**src/rtl/bk_serial_adder.sv**
```systemverilog
// Serial wide adder: feeds one 4-bit slice per cycle through a Brent-Kung slice, LSB first.
// Define BK_SERIAL_OVF_EN to add a registered signed-overflow output `ovf`.

module Brentkung (
  input  logic [3:0] a,
  input  logic [3:0] b,
  input  logic       cin,
  output logic [3:0] s,
  output logic       cout
);
  logic [3:0] g, p, c;
  logic       g10, p10, g32, p32, g20, p20, g30, p30;

  always_comb begin
    g   = a & b;
    p   = a ^ b;
    // Up-sweep of the prefix tree, then the single down-sweep node for bit 2.
    g10 = g[1] | (p[1] & g[0]);
    p10 = p[1] & p[0];
    g32 = g[3] | (p[3] & g[2]);
    p32 = p[3] & p[2];
    g30 = g32 | (p32 & g10);
    p30 = p32 & p10;
    g20 = g[2] | (p[2] & g10);
    p20 = p[2] & p10;
    c    = {g20 | (p20 & cin), g10 | (p10 & cin), g[0] | (p[0] & cin), cin};
    s    = p ^ c;
    cout = g30 | (p30 & cin);
  end
endmodule

module bk_serial_adder #(
  parameter int WIDTH = 16
) (
  input  logic             clk,
  input  logic             rst_n,
  input  logic             in_valid,
  output logic             in_ready,
  input  logic [WIDTH-1:0] a,
  input  logic [WIDTH-1:0] b,
  input  logic             cin,
  output logic             out_valid,
  input  logic             out_ready,
  output logic [WIDTH-1:0] sum,
  output logic             cout,
`ifdef BK_SERIAL_OVF_EN
  output logic             ovf,
`endif
  output logic             busy
);
  localparam int N     = WIDTH / 4;
  localparam int IDX_W = (N > 1) ? $clog2(N) : 1;

  typedef enum logic [1:0] {IDLE, RUN, DONE} state_t;

  state_t             state_q, state_d;
  logic [WIDTH-1:0]   a_q, a_d, b_q, b_d, sum_q, sum_d;
  logic [IDX_W-1:0]   idx_q, idx_d;
  logic               carry_q, carry_d, cout_q, cout_d;
  logic               out_valid_q, out_valid_d, busy_q, busy_d;
  logic               ovf_q, ovf_d;
  logic [3:0]         slice_a, slice_b, slice_s;
  logic               slice_cout;
  logic               last_slice;

  assign slice_a    = a_q[{idx_q, 2'b00} +: 4];
  assign slice_b    = b_q[{idx_q, 2'b00} +: 4];
  assign last_slice = (idx_q == IDX_W'(N - 1));

  Brentkung u_slice (
    .a    (slice_a),
    .b    (slice_b),
    .cin  (carry_q),
    .s    (slice_s),
    .cout (slice_cout)
  );

  always_comb begin
    // NOTE: every _d gets its hold value first so no path leaves it unassigned (no latches).
    state_d     = state_q;
    a_d         = a_q;
    b_d         = b_q;
    sum_d       = sum_q;
    idx_d       = idx_q;
    carry_d     = carry_q;
    cout_d      = cout_q;
    out_valid_d = out_valid_q;
    busy_d      = busy_q;
    ovf_d       = ovf_q;
    case (state_q)
      IDLE: if (in_valid) begin
        a_d     = a;
        b_d     = b;
        carry_d = cin;
        idx_d   = '0;
        sum_d   = '0;
        ovf_d   = 1'b0;
        busy_d  = 1'b1;
        state_d = RUN;
      end
      RUN: begin
        sum_d[{idx_q, 2'b00} +: 4] = slice_s;
        carry_d = slice_cout;
        if (last_slice) begin
          cout_d      = slice_cout;
          ovf_d       = (a_q[WIDTH-1] == b_q[WIDTH-1]) && (slice_s[3] != a_q[WIDTH-1]);
          out_valid_d = 1'b1;
          busy_d      = 1'b0;
          state_d     = DONE;
        end else begin
          idx_d = idx_q + 1'b1;
        end
      end
      DONE: if (out_ready) begin
        out_valid_d = 1'b0;
        state_d     = IDLE;
      end
      default: state_d = IDLE;
    endcase
  end

  // NOTE: operand registers are reset too, so a mid-operation reset leaves no stale data.
  always_ff @(posedge clk or negedge rst_n) begin
    if (!rst_n) begin
      state_q     <= IDLE;
      a_q         <= '0;
      b_q         <= '0;
      sum_q       <= '0;
      idx_q       <= '0;
      carry_q     <= 1'b0;
      cout_q      <= 1'b0;
      out_valid_q <= 1'b0;
      busy_q      <= 1'b0;
      ovf_q       <= 1'b0;
    end else begin
      // NOTE: non-blocking so every flop samples the pre-edge values of the others.
      state_q     <= state_d;
      a_q         <= a_d;
      b_q         <= b_d;
      sum_q       <= sum_d;
      idx_q       <= idx_d;
      carry_q     <= carry_d;
      cout_q      <= cout_d;
      out_valid_q <= out_valid_d;
      busy_q      <= busy_d;
      ovf_q       <= ovf_d;
    end
  end

  assign in_ready  = (state_q == IDLE);
  assign out_valid = out_valid_q;
  assign busy      = busy_q;
  assign sum       = sum_q;
  assign cout      = cout_q;
`ifdef BK_SERIAL_OVF_EN
  assign ovf       = ovf_q;
`else
  logic unused_ovf;
  assign unused_ovf = ovf_q ^ ovf_d;
`endif
endmodule

```
**config.mk**
```make
export PLATFORM = sky130hd
export DESIGN_NAME = bk_serial_adder
export DESIGN_NICKNAME = d
export VERILOG_FILES = /design/src/rtl/bk_serial_adder.sv
export SDC_FILE = /design/constraint.sdc
export NUM_CORES = 1
export LEC_CHECK = 0
export BUFFER_PORTS_ARGS = -buffer_cell sky130_fd_sc_hd__buf_2
export CAP_MARGIN = 20
export CORE_UTILIZATION = 28
export CTS_CLUSTER_DIAMETER = 120
export DETAILED_ROUTE_END_ITERATION = 10
export PLACE_DENSITY = 0.51
export SLEW_MARGIN = 20
export SYNTH_ARGS = -nofsm -noshare
export SYNTH_HDL_FRONTEND = slang
export SYNTH_SLANG_ARGS = --single-unit
```
**constraint.sdc**
```tcl
create_clock -name clk -period 3.2 [get_ports clk]
set_clock_uncertainty 0.15 [all_clocks]
set_input_delay 0.16 -clock clk [delete_from_list [all_inputs] [get_ports clk]]
set_output_delay 0.16 -clock clk [all_outputs]
set_load 0.01 [all_outputs]
```
==> metrics.txt <==
share of the synthesized area in the top cell type between 50 and 60%; Arr. time, crit path ~2700 ps; clock-pin transition on the worst setup and hold timing paths about 100 ps; RSZ-0062 raised after global routing false; gr ovfl total 0; largest area contributor in the netlist dfrtp_1; number of global-route vias before repair slightly below 2000; fin worst setup slack 509 ps; worst-path fanout max 9; Initial Utilization between 20% and 30%; Synth Cell Area ~2800 sq um; final setup violation count 0; Die ar. 10300 sq um; share of power burned in combinational logic around 55%; Main synth FF type dfrtp_1; TritonCTS clock tree built; relative slew slack between 50% and 60%; R2R setup slack 510 ps; Skew-Pair Late Insertion Delay 300 ps; number of enable flip-flop cells after synthesis 0; most frequent cells in the layout dfrtp_1 (56), buf_2 (56), dlygate4sd3_1 (34); Worst Tran Pin Value approximately 620 ps; Worst EP required approximately 3200 ps; sequential area share after synthesis about half; final cycle utilization of the critical path 84.1%; Sink Count 56; critical path class reg -> reg; Die W between 100 and 150 um; Area Growth Syn to Fin 29.5%; CTS Buf Count 5; clk root buf clkbuf_8; VDD IR max between 0.4 and 0.5 mV; DRT Pass-1 Iters 4; Net Sw Frac about 40%; GRT Util Overall roughly 12%; Post-CTS Resized 0; num rows 35; WL/cell 14.3 um; post-synthesis cell count a little under 200; Synth Register Bits 56; GRT busiest layer met2; hold buffers post-CTS 34; switching power 0.00149 W; Clock Path Buffers 2; DP Worst Slack between 400 and 500 ps; Final Critical Period 2690 ps; fillers ~920; Slew Viols, Final 0; drt drc 0; Seq pwr share between 30 and 40%; final setup TNS 0 ps; Buffers on Ports 56; CP Launch Type flop; largest net degree at the start of global routing 31; ANT nets after route 0; Final Hold Fails 0; Synth async-reset ratio 100%; Core ar. roughly 9400 sq um; outcome complete, no violations; Iter 0 DRT Violations between 70 and 80; Max Cap Viol 0; IO Count 57; layout cell share with drive strength beyond 1 about two fifths; final WL between 5 and 6 mm; internal power approximately 0.0023 W; vias per inst between 4 and 5; first-pass GRT wire length ~9.7 mm; Die Span Y approximately 100 um; Max Freq 372 MHz; critical path capture point type flop; power per cell area about 1100 nW/um^2; setup bufs post-CTS 0; Netlist cell types 37; Synth Warn # 0; worst hold path class in -> reg; met1 GRT Util around 16%; Syn Nets between 200 and 250; Leakage Power ~1.7 nW; syn avg cell area around 14 sq um; Post-DP HPWL around 4.3 mm; initial antenna violation count 0; final net count ~340; Synth area leaders dfrtp_1 (51%), mux2_4 (16%), mux4_2 (6.5%); antenna cells 0; GP Congestion just over 0.8; met2 Use GR 20.9%; H-tree levels 2; Via Count approximately 1800; Clock power frac under 10%; met3 Use GR 2.48%
==> power groups by stage <==
stage               Sequential, W  Combinational, W  Clock, W
floorplan                 0.00126           0.00160         0
global placement          0.00135           0.00202         0
detailed placement        0.00136           0.00205         0
CTS                       0.00134           0.00209  0.000391
global route              0.00139           0.00228  0.000414
finish                    0.00133           0.00207  0.000369
==> cell type report <==
type                            instances  area, sq um  area share [%]
Clock inverter                          2         12.5           0.349
Timing Repair Buffer                   94          651            18.2
Sequential cell                        56         1400            39.1
Inverter                                6         22.5           0.629
Multi-Input combinational cell        126         1260            35.3
Clock buffer                            5         68.8            1.92
Tap cell                              129          161            4.51
==> layer usage <==
metal  vias to the layer above  routed length (um)
met5                         -                   0
met4                         0                  29
met3                         4                 213
met2                        44                2910
met1                       901                2810
li1                        898                   -
==> metrics by stage <==
step | instance area (sq um) | utilization [%] | hold WS, ps | total power, W | cells
4_1_cts | 3580 | 38.0 | 60.1 | 0.00383 | 418
3_3_place_gp | 3160 | 33.6 | 56.6 | 0.00337 | 377
6_report | 3580 | 38.0 | 68.4 | 0.00377 | 418
5_1_grt | 3580 | 38.0 | 90.5 | 0.00409 | 418
2_1_floorplan | 2770 | - | -286 | 0.00286 | 196
3_5_place_dp | 3160 | 33.6 | 57.2 | 0.00341 | 377
==> critical path, cell delays in order (launching register included) <==
cell      delay (ps)
dfrtp_1          680
mux4_2           610
ha_1             330
a211oi_1         210
nor2_1           100
o311ai_2         350
o21ai_0          150
==> sequential cells by signal (all words and copies together), names as in the netlist <==
register	flops
a_q	16
b_q	16
busy	1
carry_q	1
cout	1
idx_q	2
out_valid	1
state_q	2
sum	16
==> logic make-up after synthesis <==
logic type | synth area share, %
fa+ha+maj | 4.34
flops | 50.7
compound gates | 8.78
xor+xnor | 0.317
mux | 24.4
buf+inv | 3.62
simple gates | 7.83
==> path summary, 6_finish.rpt <==
kind                         endpoint      from  depth (start not counted)
hold reg to reg                sum[9]    sum[9]                          2
setup reg to reg               sum[3]  idx_q[0]                          6
setup / recovery               sum[3]  idx_q[0]                          6
hold / removal                carry_q       cin                          4
max in group asynchronous      b_q[7]     rst_n                          3
min in group asynchronous  state_q[1]     rst_n                          2
==> synthesized netlist by cell type (all sizes together) (2+ instances only) <==
library cell  count
a211oi            2
nand2            16
a21oi             3
o21ai            11
mux4              8
mux2             34
and2b             2
buf               7
nand2b            2
nand3b            2
ha                8
a22o              9
dfrtp            56
a21o              6
nor2b             2
inv               6
nor4              2
nor2              8
(Power assumes the default switching activity.)
